--- config.mk ---
export PLATFORM = sky130hd
export DESIGN_NAME = ioctl_download_tx
export DESIGN_NICKNAME = d
export VERILOG_FILES = /design/src/rtl/ioctl_download_tx.sv
export SDC_FILE = /design/constraint.sdc
export NUM_CORES = 1
export LEC_CHECK = 0
export ABC_AREA = 1
export CAP_MARGIN = 20
export CORE_UTILIZATION = 43
export DETAILED_ROUTE_END_ITERATION = 12
export HOLD_SLACK_MARGIN = 0.15
export PLACE_DENSITY = 0.69
export SETUP_SLACK_MARGIN = 0.05
export SLEW_MARGIN = 40
export SYNTH_ARGS = -nofsm -noshare
export SYNTH_HDL_FRONTEND = slang
export SYNTH_SLANG_ARGS = --single-unit
--- constraint.sdc ---
create_clock -name clock -period 2.3 [get_ports clock]
set_input_delay 0.23 -clock clock [delete_from_list [all_inputs] [get_ports clock]]
set_output_delay 0.23 -clock clock [all_outputs]
set_load 0.02 [all_outputs]
--- src/rtl/ioctl_download_tx.sv ---
`default_nettype none
// ============================================================================
// Module      : ioctl_download_tx
// Description : Transmitter end of the ROM download (ioctl) interface.
//               Pulls 16-bit words from a valid/ready source and replays them
//               to a download sink as ioctl_wr strobes on even byte
//               addresses. The sink can stall it through ioctl_wait.
// Revision    : 1.0 - initial release
// ============================================================================
module ioctl_download_tx #(
  parameter int ADDR_WIDTH = 25,
  parameter int DATA_WIDTH = 16,
  parameter int WR_GAP     = 2
) (
  input  logic                  clock,
  input  logic                  reset,

  // Transfer control
  input  logic                  start,
  input  logic [7:0]            index,
  input  logic [ADDR_WIDTH-1:0] length,
  output logic                  busy,
  output logic                  done,

  // Word source
  input  logic                  src_valid,
  output logic                  src_ready,
  input  logic [DATA_WIDTH-1:0] src_data,

  // Download sink
  output logic                  ioctl_download,
  output logic [7:0]            ioctl_index,
  output logic                  ioctl_wr,
  output logic [ADDR_WIDTH-1:0] ioctl_addr,
  output logic [DATA_WIDTH-1:0] ioctl_dout,
  input  logic                  ioctl_wait
);

  // --------------------------------------------------------------------------
  // State encoding
  // --------------------------------------------------------------------------
  localparam logic [2:0] ST_IDLE   = 3'd0;
  localparam logic [2:0] ST_SETUP  = 3'd1;
  localparam logic [2:0] ST_FETCH  = 3'd2;
  localparam logic [2:0] ST_WRITE  = 3'd3;
  localparam logic [2:0] ST_GAP    = 3'd4;
  localparam logic [2:0] ST_FINISH = 3'd5;

  // The gap counter is 4 bits wide, so the gap length is clamped to 1..15.
  // The counter is loaded with GAP-1 and the state exits when it reaches 0,
  // which yields exactly WR_GAP cycles spent in ST_GAP.
  localparam int         GAP_CLAMP = (WR_GAP < 1) ? 1 : ((WR_GAP > 15) ? 15 : WR_GAP);
  localparam logic [3:0] GAP_LOAD  = 4'(GAP_CLAMP - 1);

  // Byte address step between consecutive words (two bytes per word).
  localparam logic [ADDR_WIDTH-1:0] ADDR_STEP = ADDR_WIDTH'(2);

  // --------------------------------------------------------------------------
  // Registers
  // --------------------------------------------------------------------------
  logic [2:0]            state;
  logic [ADDR_WIDTH-1:0] remaining;   // words still to be written
  logic [3:0]            gap_cnt;     // cycles left in ST_GAP, minus one
  logic                  zero_done;   // done pulse for a zero-length request
  logic [7:0]            index_q;
  logic [ADDR_WIDTH-1:0] addr_q;
  logic [DATA_WIDTH-1:0] dout_q;

  // --------------------------------------------------------------------------
  // Combinational helpers
  // --------------------------------------------------------------------------
  // Word count is ceil(length/2). Splitting off bit 0 keeps the sum inside
  // ADDR_WIDTH bits even for the largest possible length.
  logic [ADDR_WIDTH-1:0] word_count;
  logic                  wr_fire;
  logic                  finish_fire;

  assign word_count  = {1'b0, length[ADDR_WIDTH-1:1]}
                     + {{(ADDR_WIDTH-1){1'b0}}, length[0]};

  // The strobe is gated by ioctl_wait in the same cycle, so a wait that rises
  // while the word is presented suppresses the write immediately.
  assign wr_fire     = (state == ST_WRITE)  && !ioctl_wait;
  assign finish_fire = (state == ST_FINISH) && !ioctl_wait;

  // --------------------------------------------------------------------------
  // Transfer sequencer: latches the request, walks FETCH/WRITE/GAP per word
  // and closes the transfer once the sink is no longer stalling.
  // --------------------------------------------------------------------------
  always_ff @(posedge clock) begin
    if (reset) begin
      state     <= ST_IDLE;
      remaining <= '0;
      gap_cnt   <= 4'd0;
      zero_done <= 1'b0;
      index_q   <= 8'd0;
      addr_q    <= '0;
      dout_q    <= '0;
    end else begin
      zero_done <= 1'b0;
      case (state)
        ST_IDLE: begin
          if (start) begin
            if (length == '0) begin
              // Nothing to send: acknowledge without touching the sink.
              zero_done <= 1'b1;
            end else begin
              index_q   <= index;
              remaining <= word_count;
              addr_q    <= '0;
              state     <= ST_SETUP;
            end
          end
        end

        // One cycle with ioctl_download high before any data moves, so the
        // sink sees the index and download flag ahead of the first strobe.
        ST_SETUP: begin
          state <= ST_FETCH;
        end

        ST_FETCH: begin
          if (src_valid) begin
            dout_q <= src_data;
            state  <= ST_WRITE;
          end
        end

        // Address and count advance as the strobe leaves, so the sink sees
        // a stable address/data pair for the whole strobe cycle.
        ST_WRITE: begin
          if (!ioctl_wait) begin
            addr_q    <= addr_q + ADDR_STEP;
            remaining <= remaining - 1'b1;
            gap_cnt   <= GAP_LOAD;
            state     <= ST_GAP;
          end
        end

        ST_GAP: begin
          if (gap_cnt == 4'd0) begin
            state <= (remaining == '0) ? ST_FINISH : ST_FETCH;
          end else begin
            gap_cnt <= gap_cnt - 4'd1;
          end
        end

        // The sink may still be digesting the last word; hold the download
        // flag until it releases ioctl_wait.
        ST_FINISH: begin
          if (!ioctl_wait) begin
            state <= ST_IDLE;
          end
        end

        default: begin
          state <= ST_IDLE;
        end
      endcase
    end
  end

  // --------------------------------------------------------------------------
  // Outputs
  // --------------------------------------------------------------------------
  assign busy           = (state != ST_IDLE);
  assign ioctl_download = (state != ST_IDLE);
  assign done           = zero_done | finish_fire;
  assign src_ready      = (state == ST_FETCH);
  assign ioctl_wr       = wr_fire;
  assign ioctl_index    = index_q;
  assign ioctl_addr     = addr_q;
  assign ioctl_dout     = dout_q;

endmodule
`default_nettype wire

==> results.json <==
{
  "status": "finished, final reports clean",
  "drc_errors": 0,
  "worst_ep_arrival_time_ns": 1.75,
  "setup_violations": 0,
  "synth_ff_type": "dfxtp_1",
  "hpwl_mm": 10.9,
  "drt_iter0_markers": 411,
  "worstSetupPathType": "register to output port",
  "synth_area_mm2": 0.00539,
  "yosys.area.top_type": "dfxtp_1",
  "grt_pass1_wl_mm": 23.9,
  "root_buffer": "clkbuf_16",
  "initial_core_util": 0.445,
  "avgRoutedWirePerCell_um": 12.3,
  "grt_start_max_net_pins": 41,
  "pre_cts_ws_ns": 0.178,
  "power.leakage_nw": 2.82,
  "worstMarginPinSlew_ns": 0.691,
  "cts_made_buffers": 9,
  "cts.path.max_buffers": 2,
  "cts_tree": "done",
  "area_growth_pct": 29.4,
  "post_cts_buffers": 0,
  "diodes": 0,
  "die_h_um": 114,
  "max_freq_mhz": 504,
  "timing.slew.headroom": 0.536,
  "synth_warnings": 0,
  "finClkSkew_ns": 0.00363,
  "cp-start-kind": "register",
  "overflow": 0,
  "fillCellCount": 1246,
  "post-route-min-period_ns": 1.98,
  "placed_cells": 1170,
  "path_clk_slew_ns": 0.06,
  "die_w_um": 114,
  "coreArea_mm2": 0.0121,
  "drv_cap": 0,
  "syn_inst": 905,
  "dpl-instance-area_mm2": 0.00666,
  "min_path_type": "register to register",
  "rsz0062_at_grt": "false",
  "track_usage": 0.227,
  "cp_data_required_time_ns": 2.07,
  "num_vias": 5831,
  "fin_tns_setup_ns": 0,
  "synth_edf_count": 0,
  "dieArea_mm2": 0.0130,
  "final.period_utilization": 0.863,
  "fp-row-count": 40,
  "hold-worst-slack_ns": 0.443,
  "power_mw": 5.12,
  "fin_ws_ns": 0.315,
  "instances_no_fill": 1185,
  "insertion_delay_ns": 0.33,
  "num_io_pins": 108,
  "cp-end-kind": "output port",
  "crit_fanout": 6,
  "seq_area_frac_synth": 0.301,
  "grt_pass1_vias": 5125,
  "slew_viol_final": 0,
  "utilization": 0.576,
  "ys_types": 35,
  "yosysTopAreaCellShare": 0.301,
  "ys_top_cells_by_count": "nand2_1 (222), nor2_1 (216), inv_1 (82)",
  "hold_violations": 0,
  "drtAntennaViolNets": 0,
  "vias_per_cell": 4.92,
  "final_nets": 1075,
  "h-tree-depth": 3,
  "synthMostInstantiatedCell": "nand2_1",
  "synth_area_leaders": "dfxtp_1 (30%), nand2_1 (15%), nor2_1 (15%)",
  "portBuffers": 106,
  "synth_fp_nets": 967,
  "drt_first_pass_iters": 7,
  "seq_area_mm2": 0.00162,
  "synth_seq_cells": 81,
  "avgSynthCellArea_um2": 5.96,
  "synthArstFlopShare": 0,
  "wl_mm": 14.5,
  "antenna_found_initial": 0,
  "place_congestion": 0.920,
  "peakVddDrop_mv": 0.569,
  "cts.sinks": 81,
  "drive_gt1_frac": 0.0649,
  "multiInputGateArea_mm2": 0.00326,
  "final_area_mm2": 0.00698,
  "power_density_mw_per_mm2": 735
}
## registers in the layout, indices dropped and copies added, names as in the netlist
name / flops
ioctl_dout: 16
ioctl_addr: 24
ioctl_index: 8
remaining: 25
zero_done: 1
state: 3
gap_cnt: 4
## logic make-up after synthesis
kind of cell / count (synthesis) / synth area share
AND/OR/NAND/NOR: 566 / 0.442
flip-flops: 81 / 0.301
other: 1 / 0.000696
XOR/XNOR: 21 / 0.0341
adder cells (fa/ha/maj): 8 / 0.0186
buffers and inverters: 116 / 0.0951
AO/OA/AOI/OAI: 112 / 0.109
## cell usage in the layout (no fill, tap or decap), types with 2 or more instances in the layout
| cell | instances |
|---|---|
| nor3b_1 | 3 |
| buf_12 | 3 |
| o21ai_0 | 67 |
| nor3_1 | 14 |
| o21ai_1 | 2 |
| nand3_2 | 3 |
| a21oi_1 | 35 |
| nand2_1 | 222 |
| bufinv_16 | 2 |
| clkdlybuf4s50_1 | 106 |
| nand2_2 | 4 |
| nor2_1 | 216 |
| xor2_1 | 16 |
| nand3_1 | 73 |
| or2_2 | 4 |
| xnor2_1 | 5 |
| dfxtp_1 | 81 |
| a21oi_2 | 2 |
| inv_1 | 82 |
| ha_1 | 7 |
| nor4_1 | 2 |
| nand4_1 | 12 |
| nor2_4 | 2 |
| nor2_2 | 7 |
| clkbuf_16 | 9 |
| inv_2 | 5 |
| buf_4 | 17 |
| o21bai_1 | 4 |
## report_power, final
part / internal (mW) / switching, mW / total [mW] / leakage [nW]
logic: 0.716 / 1.16 / 1.88 / 2.01
clock network: 0.945 / 0.570 / 1.51 / 0.149
registers: 1.57 / 0.159 / 1.73 / 0.661
## layer usage
layer / GRT usage / vias up / share of wire
met5: 0 / - / 0
met4: 0.0398 / 0 / 0.0043
met3: 0.0383 / 5 / 0.049
met2: 0.376 / 140 / 0.45
met1: 0.313 / 2591 / 0.49
li1: - / 3095 / -
## final timing paths
path         depth (start not counted)                          end                        start  slack [ns]
max reg2reg                         10  ioctl_addr[23]$_SDFFE_PP0P_   ioctl_addr[2]$_SDFFE_PP0P_        0.35
max                                  5               ioctl_download        state[0]$_SDFFE_PP0P_        0.32
min                                  2  ioctl_index[1]$_SDFFE_PP0P_  ioctl_index[1]$_SDFFE_PP0P_        0.44
min reg2reg                          2  ioctl_index[1]$_SDFFE_PP0P_  ioctl_index[1]$_SDFFE_PP0P_        0.44
## critical path, stage by stage (launching register included)
cell and delay, ns:
dfxtp_1 0.44, inv_2 0.07, nand2_1 0.11, nor2_4 0.06, inv_1 0.13, clkdlybuf4s50_1 0.62
## what timing repair did
action                     CTS  global route
hold buffers                 0             0
setup endpoints to repair    0             1
resized for setup            0             1
## layout make-up
class                      instances  area share
sequential                        81       0.232
multi-input combinational        708       0.467
inverter                          87      0.0468
clock inverter                     5      0.0117
tap                              168      0.0301
timing repair buffer             126       0.179
clock buffer                      10      0.0328
No activity file was read; power rests on OpenSTA's default activity.
